==> src/rtl/fifo_sync_flex.sv <==
// Single-clock FIFO with thresholds, occupancy count, sync clear and read strobe.
// Optional sticky OVERFLOW/UNDERFLOW flags: define FIFO_SYNC_FLEX_ERR_FLAGS_EN.
module fifo_sync_flex #(
    parameter int DATA_WIDTH    = 8,
    parameter int FIFO_DEPTH    = 16,
    parameter int AFULL_THRESH  = FIFO_DEPTH - 2,
    parameter int AEMPTY_THRESH = 2
) (
    input  logic                          CLK,
    input  logic                          RST_N,
    input  logic                          CLR,
    input  logic                          WR_EN,
    input  logic [DATA_WIDTH-1:0]         DIN,
    input  logic                          RD_EN,
    output logic [DATA_WIDTH-1:0]         DOUT,
    output logic                          DOUT_VALID,
    output logic                          FULL,
    output logic                          EMPTY,
    output logic                          ALMOST_FULL,
    output logic                          ALMOST_EMPTY,
    output logic [$clog2(FIFO_DEPTH):0]   COUNT,
    output logic                          OVERFLOW,
    output logic                          UNDERFLOW
);

    localparam int AW = $clog2(FIFO_DEPTH);
    localparam int CW = AW + 1;

    if (FIFO_DEPTH < 2 || (FIFO_DEPTH & (FIFO_DEPTH - 1)) != 0) begin : g_bad_depth
        $error("fifo_sync_flex: FIFO_DEPTH must be a power of two >= 2");
    end
    if (AFULL_THRESH < 1 || AFULL_THRESH > FIFO_DEPTH) begin : g_bad_afull
        $error("fifo_sync_flex: AFULL_THRESH out of range");
    end
    if (AEMPTY_THRESH < 0 || AEMPTY_THRESH > FIFO_DEPTH - 1) begin : g_bad_aempty
        $error("fifo_sync_flex: AEMPTY_THRESH out of range");
    end
    if (DATA_WIDTH < 1) begin : g_bad_width
        $error("fifo_sync_flex: DATA_WIDTH must be >= 1");
    end

    logic [DATA_WIDTH-1:0] mem [FIFO_DEPTH];

    logic [AW-1:0]         wr_ptr_q, wr_ptr_d;
    logic [AW-1:0]         rd_ptr_q, rd_ptr_d;
    logic [CW-1:0]         count_q, count_d;
    logic [DATA_WIDTH-1:0] dout_q, dout_d;
    logic                  dout_valid_q, dout_valid_d;
    logic                  full_q, full_d;
    logic                  empty_q, empty_d;
    logic                  afull_q, afull_d;
    logic                  aempty_q, aempty_d;
    logic                  wr_acc, rd_acc;

    always_comb begin
        wr_acc       = WR_EN & ~full_q & ~CLR;
        rd_acc       = RD_EN & ~empty_q & ~CLR;
        wr_ptr_d     = wr_ptr_q;
        rd_ptr_d     = rd_ptr_q;
        count_d      = count_q;
        dout_d       = dout_q;
        dout_valid_d = rd_acc;
        if (CLR) begin
            wr_ptr_d = '0;
            rd_ptr_d = '0;
            count_d  = '0;
        end else begin
            if (wr_acc) wr_ptr_d = wr_ptr_q + AW'(1);
            if (rd_acc) begin
                rd_ptr_d = rd_ptr_q + AW'(1);
                dout_d   = mem[rd_ptr_q];
            end
            if (wr_acc && !rd_acc) count_d = count_q + CW'(1);
            if (rd_acc && !wr_acc) count_d = count_q - CW'(1);
        end
        // Flags come from the next count so they line up with COUNT.
        full_d   = (count_d == CW'(FIFO_DEPTH));
        empty_d  = (count_d == '0);
        afull_d  = (count_d >= CW'(AFULL_THRESH));
        aempty_d = (count_d <= CW'(AEMPTY_THRESH));
    end

    always_ff @(posedge CLK) begin
        if (wr_acc) mem[wr_ptr_q] <= DIN;
    end

    always_ff @(posedge CLK or negedge RST_N) begin
        if (!RST_N) begin
            wr_ptr_q     <= '0;
            rd_ptr_q     <= '0;
            count_q      <= '0;
            dout_q       <= '0;
            dout_valid_q <= 1'b0;
            full_q       <= 1'b0;
            empty_q      <= 1'b1;
            afull_q      <= 1'b0;
            aempty_q     <= 1'b1;
        end else begin
            wr_ptr_q     <= wr_ptr_d;
            rd_ptr_q     <= rd_ptr_d;
            count_q      <= count_d;
            dout_q       <= dout_d;
            dout_valid_q <= dout_valid_d;
            full_q       <= full_d;
            empty_q      <= empty_d;
            afull_q      <= afull_d;
            aempty_q     <= aempty_d;
        end
    end

`ifdef FIFO_SYNC_FLEX_ERR_FLAGS_EN
    logic ovf_q, ovf_d;
    logic udf_q, udf_d;

    always_comb begin
        ovf_d = CLR ? 1'b0 : (ovf_q | (WR_EN & full_q));
        udf_d = CLR ? 1'b0 : (udf_q | (RD_EN & empty_q));
    end

    always_ff @(posedge CLK or negedge RST_N) begin
        if (!RST_N) begin
            ovf_q <= 1'b0;
            udf_q <= 1'b0;
        end else begin
            ovf_q <= ovf_d;
            udf_q <= udf_d;
        end
    end

    assign OVERFLOW  = ovf_q;
    assign UNDERFLOW = udf_q;
`else
    assign OVERFLOW  = 1'b0;
    assign UNDERFLOW = 1'b0;
`endif

    assign DOUT         = dout_q;
    assign DOUT_VALID   = dout_valid_q;
    assign FULL         = full_q;
    assign EMPTY        = empty_q;
    assign ALMOST_FULL  = afull_q;
    assign ALMOST_EMPTY = aempty_q;
    assign COUNT        = count_q;

endmodule

==> config.mk <==
export PLATFORM = sky130hd
export DESIGN_NAME = fifo_sync_flex
export DESIGN_NICKNAME = d
export VERILOG_FILES = /design/src/rtl/fifo_sync_flex.sv
export SDC_FILE = /design/constraint.sdc
export NUM_CORES = 1
export LEC_CHECK = 0
export CAP_MARGIN = 20
export CORE_MARGIN = 2
export CORE_UTILIZATION = 55
export CTS_CLUSTER_SIZE = 8
export DETAILED_ROUTE_END_ITERATION = 10
export GPL_TIMING_DRIVEN = 0
export PLACE_DENSITY_LB_ADDON = 0.2
export SETUP_SLACK_MARGIN = 0.05
export SYNTH_ARGS = -nofsm -noshare
export SYNTH_HDL_FRONTEND = slang
export SYNTH_SLANG_ARGS = --single-unit
==> constraint.sdc <==
create_clock -name CLK -period 2.4 [get_ports CLK]
set_input_delay 0.48 -clock CLK [delete_from_list [all_inputs] [get_ports CLK]]
set_output_delay 0.48 -clock CLK [all_outputs]
set_load 0.03 [all_outputs]
==> results_dict.tcl <==
set metrics [dict create \
    setup-violations-final 0 \
    start_util_pct 55.8 \
    crit_path_end "mem[0][2]$_DFFE_PP_" \
    finalHoldViolCount 0 \
    critPathRequiredTime_ns 2.44 \
    fin_util_pct 66.1 \
    crit_type "input pin to flop" \
    reg2reg_depth 7 \
    clock_latency_ns 0.42 \
    viasPerCell 5.92 \
    synth_edf_count 128 \
    cts_buffers 17 \
    via_count 3574 \
    avgSynthCellArea_sq_um 15.9 \
    first_global_vias 3574 \
    detail-route-antenna-nets 0 \
    syn-cell-area_sq_um 6320 \
    reg2reg_from "rd_ptr_q[1]$_DFFE_PN0P_" \
    finalClockSkew_ns 0.00690 \
    h-tree-depth 4 \
    fmax_mhz 430 \
    drt-total-wl_um 13100 \
    core_area_sq_um 11300 \
    maxSlewViolCount 0 \
    r2r_slack_ns 0.24 \
    rsz0062_at_grt "true" \
    final_area_sq_um 7490 \
    grt_usage_pct 22.4 \
    firstDrtPassIters 5 \
    post_drt_wl_per_cell_um 21.6 \
    setup-tns-final_ns 0 \
    finalPower_mw 7.05 \
    dieArea_sq_um 12400 \
    synth_cell_types 46 \
    final_cells 604 \
    async_flop_share_pct 16.9 \
    pre_cts_ws_ns -0.602 \
    startpoint_type "input pin" \
    port_buffers 30 \
    crit_fanout 10 \
    crit_arrival_ns 2.37 \
    place.detailed.hpwl_um 8320 \
    grt_pass1_wl_um 20200 \
    setup_slack_ns 0.0734 \
    period_share_pct 96.9 \
    r2r_end "DOUT[6]$_DFFE_PN0P_" \
    synth_seq_cells 154 \
    irDropWorstVdd_uv 570 \
    status "finished clean" \
    antenna_found_initial 0 \
    synth_flop_cell "edfxtp_1" \
    grt.overflow.total 0 \
    maxCapViolCount 0 \
    die_x_um 111 \
    cp-startpoint "CLR" \
    drt-initial-drc-count 345 \
    max_slew_margin_pct 48.6 \
    place_area_sq_um 6830 \
    clock_sinks 154 \
    hp-class "input pin to asynchronous set/reset pin" \
    p_per_area_nw_per_um2 942 \
    ios 33 \
    cts.reportedPaths.clkPinSlew_ns 0.06 \
    die_y_um 111 \
    drc_errors 0 \
    ys_seq_area_share_pct 71.1 \
    dp_cells 572 \
    period_needed_ns 2.33 \
    synth_cells 397 \
    cts_buffer_depth 2 \
    nNetsFinal 469 \
    diodes 0 \
    syn_to_final_growth_pct 18.4 \
    cts_tree "done" \
    cts_root_buffer "clkbuf_16" \
    power_leakage_nw 2.50 \
    ys.warnings.count 0 \
    drive_gt1_share_pct 19.3 \
    gp_congestion 0.866 \
    timing.hold.ws_ns 0.371 \
    grt_max_degree 21 \
    rows 39 \
    tightestPinTransition_ns 0.768 \
    critPathCaptureType "flop" \
]
==> flip-flops by register name, summed over array words and instances (netlist names) <==
name and cells:
ALMOST_EMPTY 1, ALMOST_FULL 1, COUNT 5, DOUT 8, DOUT_VALID 1, EMPTY 1
FULL 1, mem 128, rd_ptr_q 4, wr_ptr_q 4
==> routing by layer <==
metal	GRT usage (%)	up-vias	share of wire, %
met5	0	-	0
met4	6.42	0	1.4
met3	5.52	15	7.2
met2	35.2	164	49
met1	31.7	1784	43
li1	-	1611	-
==> layout make-up <==
class / count / area [sq um]
fillers: 798 / 3830
clock buffers: 18 / 429
flip-flops and latches: 154 / 4500
clock inverters: 13 / 154
multi-input cells: 204 / 1700
plain buffers: 19 / 103
well taps: 143 / 179
repair buffers: 32 / 348
inverters: 21 / 78.8
==> critical path, cell delays in order <==
cell and delay, ns:
clkdlybuf4s50_1 0.51, clkbuf_2 0.28, or3_1 0.48, nor2_1 0.61
==> kinds of logic (layout without fill, tap and decap cells) <==
kind of cell | Yosys count | count (layout) | synth area share [%]
DFF | 154 | 154 | 71.1
and+or+nand+nor | 85 | 85 | 6.71
AOI/OAI and AO/OA | 52 | 52 | 5.50
muxes | 50 | 50 | 11.3
buffers and inverters | 40 | 103 | 2.83
xor gates and xnor gates | 8 | 8 | 1.11
adders and majority gates | 7 | 7 | 1.39
other | 1 | 2 | 0.0593
==> synth_stat cells (3+ instances only) <==
cell type | count | share of area (%)
a21oi_1 | 11 | 0.87
nor2_1 | 29 | 1.7
mux4_2 | 16 | 5.7
nand3_1 | 4 | 0.32
o21ai_1 | 9 | 0.71
nand4_1 | 3 | 0.30
a22oi_1 | 8 | 0.95
dfrtp_1 | 24 | 9.5
nand2_1 | 23 | 1.4
nand2b_1 | 5 | 0.49
mux2_2 | 10 | 1.8
o211ai_1 | 8 | 0.95
o22ai_1 | 8 | 0.79
inv_1 | 9 | 0.53
o21ai_0 | 3 | 0.24
nor2b_1 | 3 | 0.30
xnor2_1 | 3 | 0.42
clkbuf_1 | 6 | 0.36
mux2i_1 | 24 | 3.8
ha_1 | 7 | 1.4
clkinv_1 | 11 | 0.65
edfxtp_1 | 128 | 61
buf_4 | 4 | 0.47
buf_1 | 3 | 0.18
buf_2 | 5 | 0.40
xor2_1 | 5 | 0.69
==> how the worst min path moves through the flow <==
stage	from	endpoint	slack [ns]
after floorplan	RST_N	ALMOST_FULL$_DFF_PN0_	0.18
after global placement	DOUT[5]$_DFFE_PN0P_	DOUT[5]$_DFFE_PN0P_	0.51
after detailed placement	DOUT[0]$_DFFE_PN0P_	DOUT[0]$_DFFE_PN0P_	0.52
after CTS	RST_N	COUNT[2]$_DFF_PN0_	0.37
after global routing	RST_N	ALMOST_FULL$_DFF_PN0_	0.39
final	RST_N	COUNT[2]$_DFF_PN0_	0.37
==> power breakdown <==
| group | switching (mW) | total, mW | internal (mW) |
|---|---|---|---|
| Sequential | 0.109 | 3.15 | 3.04 |
| Clock | 1.01 | 2.63 | 1.62 |
| Combinational | 0.747 | 1.27 | 0.526 |
| Total | 1.87 | 7.05 | 5.18 |
==> timing repair <==
action,in CTS,in global routing
pin swaps,0,1
setup endpoints to repair,88,83
gates resized for setup,8,10
hold endpoints to repair,0,0
setup buffers,0,1
hold buffers,0,0
==> placed cells by master, fill, tap and decap left out, types with 3 or more instances in the layout <==
| master | instances |
|---|---|
| edfxtp_1 | 128 |
| clkdlybuf4s50_1 | 30 |
| dfrtp_1 | 24 |
| mux2i_1 | 24 |
| nand2_1 | 23 |
| nor2_1 | 18 |
| clkbuf_16 | 17 |
| mux4_2 | 16 |
| clkinv_1 | 13 |
| a21oi_1 | 11 |
| mux2_2 | 10 |
| inv_1 | 9 |
| o21ai_1 | 9 |
| a22oi_1 | 8 |
| o211ai_1 | 8 |
| o22ai_1 | 8 |
| nor2_2 | 7 |
| ha_1 | 7 |
| clkbuf_1 | 6 |
| nand2b_1 | 5 |
| xor2_1 | 5 |
| buf_2 | 5 |
| clkinvlp_4 | 5 |
| buf_4 | 4 |
| nand3_1 | 4 |
| nor2_4 | 4 |
| nor2b_1 | 3 |
| o21ai_0 | 3 |
| nand4_1 | 3 |
| xnor2_1 | 3 |
| bufinv_16 | 3 |
Note: power is estimated with default switching activity, not from simulation.
